<file path="config.mk">
export PLATFORM = sky130hd
export DESIGN_NAME = zoomed_fetch_ctrl
export DESIGN_NICKNAME = d
export VERILOG_FILES = /design/src/rtl/zoomed_fetch_ctrl.sv
export SDC_FILE = /design/constraint.sdc
export NUM_CORES = 1
export LEC_CHECK = 0
export CAP_MARGIN = 40
export CORE_AREA = 3 3 87 89
export DETAILED_ROUTE_END_ITERATION = 10
export DIE_AREA = 0 0 90 92
export PLACE_DENSITY = 0.85
export SYNTH_ARGS = -nofsm -noshare
export SYNTH_HDL_FRONTEND = slang
export SYNTH_SLANG_ARGS = --single-unit
export TNS_END_PERCENT = 20
</file>
<file path="constraint.sdc">
create_clock -name clk_in -period 4.9 [get_ports clk_in]
set_input_delay 0.98 -clock clk_in [delete_from_list [all_inputs] [get_ports clk_in]]
set_output_delay 0.98 -clock clk_in [all_outputs]
set_load 0.03 [all_outputs]
</file>
<file path="src/rtl/zoomed_fetch_ctrl.sv">
// ---------------------------------------------------------------------------
// zoomed_fetch_ctrl
//
// Purpose:
//   Sits between the zoomed address generator and the DRAM read-command
//   stream. Pulls addresses from the generator (incr/addr/tlast), presents
//   them as a valid/ready command stream, limits outstanding reads with a
//   credit counter, and signals frame completion once every read of the
//   frame has returned.
//
// Ports:
//   clk_in          system clock
//   rst_in          synchronous active-high reset
//   enable_in       permits a frame to start
//   frame_start_in  single-cycle pulse requesting one frame fetch
//   gen_addr_in     current generator address (always valid)
//   gen_tlast_in    gen_addr_in is the last address of the frame
//   gen_incr_out    advance pulse to the generator
//   cmd_addr_out    DRAM read address
//   cmd_tlast_out   last command of the frame
//   cmd_valid_out   command valid
//   cmd_ready_in    command accepted
//   rsp_done_in     one read returned and consumed (returns one credit)
//   busy_out        high while a frame is running or draining
//   frame_done_out  single-cycle pulse at frame completion
//   beats_out       commands issued in the last completed frame
//   credit_err_out  sticky: a response arrived with nothing reserved
//
// Optional feature (macro ZOOM_FETCH_STATS_EN):
//   bp_stall_cycles_out      RUN cycles stalled by command backpressure
//   credit_stall_cycles_out  RUN cycles stalled by exhausted credits
// ---------------------------------------------------------------------------
module zoomed_fetch_ctrl #(
  parameter int MAX_OUTSTANDING = 64,
  parameter int BEAT_CNT_W      = 20
) (
  input  logic                  clk_in,
  input  logic                  rst_in,
  input  logic                  enable_in,
  input  logic                  frame_start_in,
  input  logic [26:0]           gen_addr_in,
  input  logic                  gen_tlast_in,
  output logic                  gen_incr_out,
  output logic [26:0]           cmd_addr_out,
  output logic                  cmd_tlast_out,
  output logic                  cmd_valid_out,
  input  logic                  cmd_ready_in,
  input  logic                  rsp_done_in,
  output logic                  busy_out,
  output logic                  frame_done_out,
  output logic [BEAT_CNT_W-1:0] beats_out,
  output logic                  credit_err_out
`ifdef ZOOM_FETCH_STATS_EN
  ,
  output logic [31:0]           bp_stall_cycles_out,
  output logic [31:0]           credit_stall_cycles_out
`endif
);

  typedef enum logic [1:0] {
    IDLE  = 2'd0,
    RUN   = 2'd1,
    DRAIN = 2'd2
  } state_t;

  localparam logic [7:0] MAX_RES = 8'(MAX_OUTSTANDING);

  state_t                state_q, state_d;
  logic [7:0]            reserved_q;
  logic [BEAT_CNT_W-1:0] beat_cnt_q;
  logic [BEAT_CNT_W-1:0] beats_q;
  logic                  last_taken_q;
  logic                  cmd_valid_q;
  logic                  cmd_tlast_q;
  logic [26:0]           cmd_addr_q;
  logic                  credit_err_q;

  logic gen_incr;
  logic frame_done;
  logic start_go;
  logic cmd_fire;
  logic rsp_ok;

  assign start_go = frame_start_in && enable_in;
  assign cmd_fire = cmd_valid_q && cmd_ready_in;
  // A response with nothing reserved is an error and must not underflow.
  assign rsp_ok   = rsp_done_in && (reserved_q != 8'd0);

  // State register.
  always_ff @(posedge clk_in) begin
    if (rst_in) begin
      state_q <= IDLE;
    end else begin
      state_q <= state_d;
    end
  end

  // Next-state logic. DRAIN always lasts at least one cycle because the
  // completion check looks at the registered reserved count.
  always_comb begin
    state_d = state_q;
    case (state_q)
      IDLE:    if (start_go) state_d = RUN;
      RUN:     if (cmd_fire && cmd_tlast_q) state_d = DRAIN;
      DRAIN:   if (reserved_q == 8'd0) state_d = IDLE;
      default: state_d = IDLE;
    endcase
  end

  // Output logic. The credit check uses the registered reserved count, so a
  // same-cycle return never enables a load.
  always_comb begin
    gen_incr   = 1'b0;
    frame_done = 1'b0;
    case (state_q)
      RUN:     gen_incr = !last_taken_q && (reserved_q < MAX_RES) &&
                          (!cmd_valid_q || cmd_ready_in);
      DRAIN:   frame_done = (reserved_q == 8'd0);
      default: ;
    endcase
  end

  assign gen_incr_out   = gen_incr;
  assign frame_done_out = frame_done;
  assign busy_out       = (state_q != IDLE);
  assign cmd_addr_out   = cmd_addr_q;
  assign cmd_tlast_out  = cmd_tlast_q;
  assign cmd_valid_out  = cmd_valid_q;
  assign beats_out      = beats_q;
  assign credit_err_out = credit_err_q;

  // Command output register: a load may coincide with the handshake of the
  // previous command, giving one command per cycle at full throughput.
  always_ff @(posedge clk_in) begin
    if (rst_in) begin
      cmd_valid_q <= 1'b0;
      cmd_tlast_q <= 1'b0;
      cmd_addr_q  <= '0;
    end else if (gen_incr) begin
      cmd_valid_q <= 1'b1;
      cmd_tlast_q <= gen_tlast_in;
      cmd_addr_q  <= gen_addr_in;
    end else if (cmd_fire) begin
      cmd_valid_q <= 1'b0;
    end
  end

  // last_taken stops further generator pulls once the tlast address is in.
  always_ff @(posedge clk_in) begin
    if (rst_in) begin
      last_taken_q <= 1'b0;
    end else if (state_q == IDLE && start_go) begin
      last_taken_q <= 1'b0;
    end else if (gen_incr && gen_tlast_in) begin
      last_taken_q <= 1'b1;
    end
  end

  // Reserved credit counter; a simultaneous reserve and return cancel out.
  always_ff @(posedge clk_in) begin
    if (rst_in) begin
      reserved_q <= 8'd0;
    end else begin
      case ({gen_incr, rsp_ok})
        2'b10:   reserved_q <= reserved_q + 8'd1;
        2'b01:   reserved_q <= reserved_q - 8'd1;
        default: ;
      endcase
    end
  end

  // Per-frame beat counter (saturating) and the completed-frame snapshot.
  always_ff @(posedge clk_in) begin
    if (rst_in) begin
      beat_cnt_q <= '0;
      beats_q    <= '0;
    end else begin
      if (state_q == IDLE && start_go) begin
        beat_cnt_q <= '0;
      end else if (cmd_fire && (beat_cnt_q != '1)) begin
        beat_cnt_q <= beat_cnt_q + 1'b1;
      end
      if (frame_done) begin
        beats_q <= beat_cnt_q;
      end
    end
  end

  // Sticky credit error, cleared only by reset.
  always_ff @(posedge clk_in) begin
    if (rst_in) begin
      credit_err_q <= 1'b0;
    end else if (rsp_done_in && (reserved_q == 8'd0)) begin
      credit_err_q <= 1'b1;
    end
  end

`ifdef ZOOM_FETCH_STATS_EN
  logic [31:0] bp_stall_q;
  logic [31:0] credit_stall_q;

  // Stall statistics, saturating, restarted with every accepted frame start.
  always_ff @(posedge clk_in) begin
    if (rst_in) begin
      bp_stall_q     <= '0;
      credit_stall_q <= '0;
    end else if (state_q == IDLE && start_go) begin
      bp_stall_q     <= '0;
      credit_stall_q <= '0;
    end else if (state_q == RUN) begin
      if (cmd_valid_q && !cmd_ready_in && (bp_stall_q != '1)) begin
        bp_stall_q <= bp_stall_q + 32'd1;
      end
      if (!last_taken_q && (reserved_q == MAX_RES) && (credit_stall_q != '1)) begin
        credit_stall_q <= credit_stall_q + 32'd1;
      end
    end
  end

  assign bp_stall_cycles_out     = bp_stall_q;
  assign credit_stall_cycles_out = credit_stall_q;
`endif

endmodule
</file>
* After elaboration in Yosys (flattened, before gate mapping)
Cells that the tools add are included.
Word-level totals: register bits after elaboration 81, input port bits 34, output and inout bits 53, logic and storage cells 51
Cells by class: $add $sub $neg 3, $lt $le $gt $ge 1, eq/ne operators 8, multiplexer cells 9, reduce and logical (&&, ||, !) cells 21
Operators by type and width (number):
- $add 20x1->20 const B | 1
- $ne 20x20->1 const B | 1
- $pmux 8 s2 | 1
- $logic_and 1x1->1 | 10
- $add 8x1->8 const B | 1
- $logic_not 8->1 | 1
- $lt 8x7->1 const B | 1
- $reduce_bool 8->1 | 1
- $sub 8x1->8 const B | 1
- $mux 2 | 3
- $ne 2x2->1 const B | 3
- $pmux 2 s3 | 1
- $reduce_bool 2->1 | 3
- $eq 2x1->1 const B | 2
- $eq 2x2->1 const B | 2
- $mux 1 | 4
- $reduce_and 3->1 | 1
- $logic_not 1->1 | 2
- $logic_not 2->1 | 1
- $reduce_or 2->1 | 1
- $logic_or 1x1->1 | 1

* Longest topological paths before layout
Gate-level depths: netlist of the first run.
word-level depth 6, depth in mapped cells 14, gate-level depth less buffers 11

* Worst setup path before layout of the first run
OpenSTA, ideal clock, no wires.
kind input to register, start input port cmd_ready_in, end register reserved_q[6], library setup time 0.138 ns, data arrival time 3.403 ns, required time 4.762 ns, slack 1.359 ns, stages on the path 13, path buffers 3, cells stage by stage nand2b_1 -> nand3_1 -> clkbuf_1 -> ha_1 -> buf_2 -> buf_2 -> xor2_1 -> ha_1 -> and4_1 -> o31ai_1 -> nor4_1 -> a221oi_1 -> o311ai_1
Between the ends: cells in the longest elaborated chain, start to end 5, elaborated cells on any way between the ends 7, those cells by class eq/ne (2); mux (2); reduce/logical (3)
RTL lines:
- start, declared | line 47 | input logic cmd_ready_in,
- $logic_or 1x1->1 (*) | line 117 | (!cmd_valid_q || cmd_ready_in);
- $logic_and 1x1->1 (*) | line 116 | RUN: gen_incr = !last_taken_q && (reserved_q < MAX_RES) &&
- $mux 1 (*) | line 115 | case (state_q)
- $eq 2x1->1 or $eq 2x2->1 (tied branches) | line 164 | case ({gen_incr, rsp_ok})
- $pmux 8 s2 or $reduce_bool 2->1 (tied branches)
- end signal, assigned | line 165 | 2'b10: reserved_q <= reserved_q + 8'd1;
- end signal, assigned | line 166 | 2'b01: reserved_q <= reserved_q - 8'd1;
- end, declared | line 69 | logic [7:0] reserved_q;
Every way passes the cells marked *; elsewhere a longest branch is shown, timed or not. A chain may end at the register's enable or synchronous reset.

* Worst setup path after layout of the first run
start input port cmd_ready_in, end output port gen_incr_out
Between the ends: cells in the longest elaborated chain, start to end 3
RTL lines:
- $logic_or 1x1->1 | line 117
- $logic_and 1x1->1 | line 116
- $mux 1 | line 115
- end, declared | line 43 | output logic gen_incr_out,
Every way passes these cells.

==> metrics.cfg, run 1 <==
[drt]
via_count=3290
drt_iter0_drc=257
drc=0
firstDrtPassIters=5
final_antenna_net_count=0
wl_per_cell_um=14.40
via_per_inst=5.376
drt-total-wl_um=8812

[floorplan]
design.die.area_mm2=0.008280
die_w_um=90
dieHeight_um=92
core_mm2=0.006832
placementRows=30
io_pins=87
initial_utilization=0.5414

[critical_path]
critical_path_class=in -> out
cp-end-kind=output pin
cp.required_ns=3.92
start_kind=input port
arrival_ns=2.91
critPathMaxFanout=30

[global_routing]
grt_pass1_wl_um=14630
overflow=0
antenna_found_initial=0
grt_max_degree=65
grt_pass1_vias=3169
grt.total_usage=0.2130

[finish]
n_fill_cell=553
drive_gt1_frac=0.06202
syn2layout_area_growth_pct=28.45
final_core_util=0.6954
fin_nets=550
ff_latch_area_mm2=0.001622
diodes=0
multi_input_area_mm2=0.001876

[yosys]
syn_inst=441
yosysSeqAreaShare=0.4384
synth_area_per_cell_um2=8.387
ys_types=53
yosys_warnings=0
ys_seq_elements=81
syn-cell-area_mm2=0.003699
synth_fp_nets=479

[timing]
finalHoldViolations=0
slew_violations=0
fin_skew_ns=0.008276
slew_headroom=0.4899
fmax_mhz=257.4
finalCritPeriodShare=0.7929
fin_crit_ns=3.885
rsz0062_at_grt=false
worstMarginPinSlew_ns=0.7594
setup_violations=0
final.setup.tns_ns=0

[cts]
cts_setup_buffers=0
cts-root-buf=clkbuf_8
insertion_delay_ns=0.35
ctsLongestPathBuffers=2
h-tree-depth=3
hold_buffers=0
clk_pin_slew_worst_paths_ns=0.08
cts_resized=0
cts_tree=yes
clock-sinks=81
cts-buffers-inserted=9

[power]
switching_power_uw=706.4
cellPowerDensity_mw_per_mm2=413.7
pwr-share-comb=0.329
swShare=0.3594
power_frac_seq=0.400
leakage_uw=0.001819
internal-power_uw=1259
ir_worst_vdd_mv=0.2193
clockPowerShare=0.271

[place]
gp_congestion=0.8755
io_buffers=86
place_hpwl_um=6079

[run]
drv_cap=0

[worst_hold_path]
hold_path.class=reg -> reg

[run_status]
status=finished clean

## layer usage
layer	track usage	vias to the layer above	wire length, um
li1	-	1647	-
met1	0.2562	1538	3714
met2	0.3615	86	4467
met3	0.05250	19	412
met4	0.09311	0	218
met5	0	-	0
## synth_stat cells, drive strengths merged
master   n  area, um2
inv      9      33.78
nand3b   2      18.77
nor2    57      214.0
xor2     8      70.07
a41o     1      10.01
nand2b   6      37.54
ha       4      50.05
a21oi   44      227.7
a41oi    1      8.760
nor2b    2      12.51
a221oi   1      8.760
nand2   78      292.8
o21ai    9      45.04
mux2     1      11.26
clkbuf  11      41.29
a211o    2      17.52
o22ai    2      12.51
a31oi    2      12.51
mux2i   20      200.2
o2111a   1      11.26
nand4    7      43.79
o311ai   2      17.52
nor4b    1      8.760
or3      1      6.260
buf     19      126.4
xnor2   14      122.6
a211oi   5      37.54
nand3   12      60.06
nand4b   2      32.53
nor3     7      40.04
a31o     2      17.52
and3     2      12.51
or2      1      6.260
or4b     1      10.01
o31ai    2      20.02
and4     3      26.28
dfxtp   81       1622
nor4    12      111.4
nor3b    1      7.510
and2     4      25.02
o31a     1      8.760
## state kept, by name (all words and copies together), names as in the netlist
name and count:
state_q 2, beat_cnt_q 20, cmd_valid_out 1, credit_err_out 1, cmd_addr_out 27, cmd_tlast_out 1, reserved_q 8, beats_out 20
last_taken_q 1
## logic make-up (layout without fill, tap and decap cells)
group	Yosys count	in the layout	share of synthesized area
multiplexers	21	21	0.05717
AND/OR/NAND/NOR	199	199	0.2612
buffers and inverters	39	114	0.05446
adder cells (fa/ha/maj)	4	4	0.01353
flip-flops	81	81	0.4384
XOR/XNOR	22	22	0.05210
AO/OA/AOI/OAI	75	75	0.1231
## power groups by stage
stage | logic, uW | clock network (uW) | registers [uW]
3_5_place_dp | 632 | 0 | 800
6_report | 647 | 532 | 787
5_1_grt | 705 | 570 | 797
2_1_floorplan | 484 | 0 | 796
3_3_place_gp | 611 | 0 | 797
4_1_cts | 644 | 543 | 785
## critical path, stage by stage
cell,delay [ns]
clkdlybuf4s50_1,0.50
nand2b_1,0.14
nand3_1,0.11
inv_2,0.40
clkdlybuf4s50_1,0.77
## through the flow
stage               power, uW  std cells  cell area [um2]  worst slack [ns]  hold WS [ns]
finish                   1965        612             4751             1.015        0.4549
CTS                      1971        612             4751             1.015        0.4583
detailed placement       1432        597             4537            0.9586        0.4474
global route             2072        612             4751            0.9048        0.4767
floorplan                1280        441             3699             1.359        0.4376
global placement         1408        597             4537             1.035        0.4417
## layout make-up
type | count | area share
clock buffer | 9 | 0.02607
clock inverter | 6 | 0.01896
timing repair buffer | 90 | 0.1865
sequential | 81 | 0.3413
multi-input combinational | 321 | 0.3948
tap | 96 | 0.02528
inverter | 9 | 0.007111
## worst paths after layout
kind                          from               end  slack [ns]  cells past startpoint
hold / removal    cmd_addr_out[20]  cmd_addr_out[20]        0.45                      2
hold reg to reg   cmd_addr_out[20]  cmd_addr_out[20]        0.45                      2
setup / recovery      cmd_ready_in      gen_incr_out        1.01                      5
setup reg to reg     reserved_q[1]     reserved_q[6]        1.62                     12
## placed cells by master (no fill, tap or decap), types with 4 or more instances in the layout
master / count
xnor2_1: 14
a21oi_1: 42
o21ai_0: 5
dfxtp_1: 81
nand3_1: 12
ha_1: 4
inv_1: 6
nor2_1: 57
nor3_1: 6
xor2_1: 8
and2_1: 4
nand4_1: 7
mux2i_1: 20
a211oi_1: 5
buf_4: 4
nand2b_1: 6
o21ai_1: 4
clkbuf_8: 9
clkdlybuf4s50_1: 85
nor4_1: 9
nand2_1: 78
(Power assumes the default switching activity.)
==> inputs of run 2 (changes only) <==
- CORE_AREA: 3 3 87 89 -> 3 3 91 93
- DIE_AREA: 0 0 90 92 -> 0 0 94 96
- PLACE_DENSITY: 0.85 -> 0.79
- clock period: 4.9 -> 3.8 ns (I/O delays scaled with it)
==> metrics.cfg, run 2 (same netlist as run 1, synthesis figures left out) <==
[finish]
syn2layout_area_growth_pct=27.77
fin_nets=551  ; +0.18%
mostFrequentLayoutCells=84 x clkdlybuf4s50_1, 81 x dfxtp_1, 78 x nand2_1, 57 x nor2_1, 42 x a21oi_1
n_fill_cell=689  ; +25%
largest_reg_flops=27  ; unchanged
drive_gt1_frac=0.06757  ; +0.005552
diodes=0  ; unchanged
layout_commonest_cell=clkdlybuf4s50_1

[cts]
cts_setup_buffers=0  ; unchanged
cts_tree=yes
hold_buffers=0  ; unchanged
insertion_delay_ns=0.36  ; about the same
ctsLongestPathBuffers=2  ; unchanged
cts_resized=0  ; unchanged
h-tree-depth=3  ; unchanged
cts-buffers-inserted=9  ; unchanged
clock-sinks=81  ; unchanged
cts-root-buf=clkbuf_8
clk_pin_slew_worst_paths_ns=0.09  ; about the same

[floorplan]
io_pins=87  ; unchanged
initial_utilization=0.4862  ; -0.05521
dieHeight_um=96  ; +4.3%
design.die.area_mm2=0.009024  ; +9.0%
placementRows=32  ; +6.7%
core_mm2=0.007607  ; +11%
die_w_um=94  ; +4.4%

[power]
internal-power_uw=1493  ; +19%
pwr-share-comb=0.340  ; +0.011
power_frac_seq=0.421  ; +0.021
clockPowerShare=0.238  ; -0.033
cellPowerDensity_mw_per_mm2=509.5  ; +23%
switching_power_uw=914.9  ; +30%
swShare=0.3800  ; +0.02054
leakage_uw=0.001797  ; -1.2%
ir_worst_vdd_mv=0.2354  ; +7.3%

[drt]
via_count=3261  ; -0.88%
drc=0  ; unchanged
met3_length_um=343  ; -17%
wirelength_met1_um=3922  ; +5.6%
drt_iter0_drc=152  ; -41%
via_per_inst=5.260  ; -2.2%
final_antenna_net_count=0  ; unchanged
wl_met2_um=4239  ; -5.1%
firstDrtPassIters=4  ; -1
wl_per_cell_um=13.98  ; -2.9%
drt-total-wl_um=8665  ; -1.7%
route.top_layer_used=met4

[global_routing]
grt_pass1_vias=3023  ; -4.6%
antenna_found_initial=0  ; unchanged
overflow=0  ; unchanged
grt_pass1_wl_um=14160  ; -3.2%
grt.total_usage=0.1967  ; -0.01633
grt_max_degree=65  ; unchanged

[place]
gp_congestion=0.8283  ; -5.4%
post-place-ws_ns=0.3716  ; -0.5870 ns
io_buffers=86  ; unchanged
place_hpwl_um=6057  ; -0.37%

[timing]
fmax_mhz=322.5
finalCritPeriodShare=0.8159
setup_violations=0  ; unchanged
slew_violations=0  ; unchanged
worstMarginPinSlew_ns=0.7411  ; -0.01831 ns
slew_headroom=0.5022  ; +0.01230
fin_crit_ns=3.100
finalHoldViolations=0  ; unchanged
rsz0062_at_grt=false
fin_ws_ns=0.6995  ; -0.3152 ns
final.setup.tns_ns=0  ; unchanged
fin_skew_ns=0.01041  ; +0.002139 ns

[worst_hold_path]
hold_path.class=reg -> reg

[critical_path]
critPathBufInv=1  ; -2
cp_common_cell=ha_1
startpoint=cmd_ready_in
critPathMaxFanout=4  ; -87%
start_kind=input port
cp.required_ns=4.03  ; +0.11 ns
critical_path_class=in -> reg
cp_num_cells=11  ; +6
cp-end-kind=flip-flop
timing.reg2reg.setup_slack_ns=0.70  ; -0.92 ns
slowest_stage=clkdlybuf4s50_1
cp-endpoint=reserved_q[6]
r2r_cells=11  ; -1
worstReg2RegEnd=reserved_q[6]
path_delay_family=compound AO/OA/AOI/OAI gates
slowest_delay_ns=0.52  ; -0.25 ns
arrival_ns=3.33  ; +0.42 ns
crit_chain=clkdlybuf4s50_1, nand2b_1, nand3_1, ha_1, xor2_1, ha_1, and4_1, o31ai_1, nor4_1, a221oi_1, o311ai_1
r2r_start=reserved_q[1]

[run]
drv_cap=0  ; unchanged

[run_status]
status=finished clean

-- run 2: layout make-up --
class / instances / area, um2 / share of cell area
multi-input cells: 321 / 1876 / 0.3969
flip-flops and latches: 81 / 1622 / 0.3431
repair buffers: 91 / 890.9 / 0.1885
well taps: 102 / 127.6 / 0.02701
clock buffers: 9 / 123.9 / 0.02621
clock inverters: 7 / 52.55 / 0.01112
inverters: 9 / 33.78 / 0.007149
-- run 2: metal layers --
metal	vias up	global-route usage
met4	0	0.07100
met5	-	0
met1	1514	0.2506
met3	16	0.05160
li1	1654	-
met2	77	0.3217
-- run 2: tightest hold or removal path: stages (launching register included) --
cell and delay (ns):
dfxtp_1 0.32, nand2_1 0.05, a21oi_1 0.05
-- run 2: worst min-delay path by stage --
stage                           startpoint               end  cells past startpoint
final                     cmd_addr_out[10]  cmd_addr_out[10]                      2
after global routing      cmd_addr_out[26]  cmd_addr_out[26]                      2
after CTS                 cmd_addr_out[20]  cmd_addr_out[20]                      2
after detailed placement   cmd_addr_out[7]   cmd_addr_out[7]                      2
after global placement    cmd_addr_out[18]  cmd_addr_out[18]                      2
after floorplan               last_taken_q      last_taken_q                      2
-- run 2: per-stage QoR --
step | util | hold WS [ns] | cells | total power (uW) | area (um2)
6_report | 0.6212 | 0.4553 | 620 | 2408 | 4726
5_1_grt | 0.6212 | 0.4792 | 620 | 2550 | 4726
4_1_cts | 0.6212 | 0.4598 | 620 | 2418 | 4726
3_5_place_dp | 0.5980 | 0.4475 | 604 | 1846 | 4549
3_3_place_gp | 0.5980 | 0.4422 | 604 | 1814 | 4549
2_1_floorplan | - | 0.4376 | 441 | 1651 | 3699
-- run 2: power by group through the flow --
stage	Sequential, uW	Clock, uW	Combinational, uW
final	1010	574	820
after global placement	1030	0	787
after detailed placement	1030	0	816
after global routing	1030	619	904
after floorplan	1030	0	624
after CTS	1010	588	819
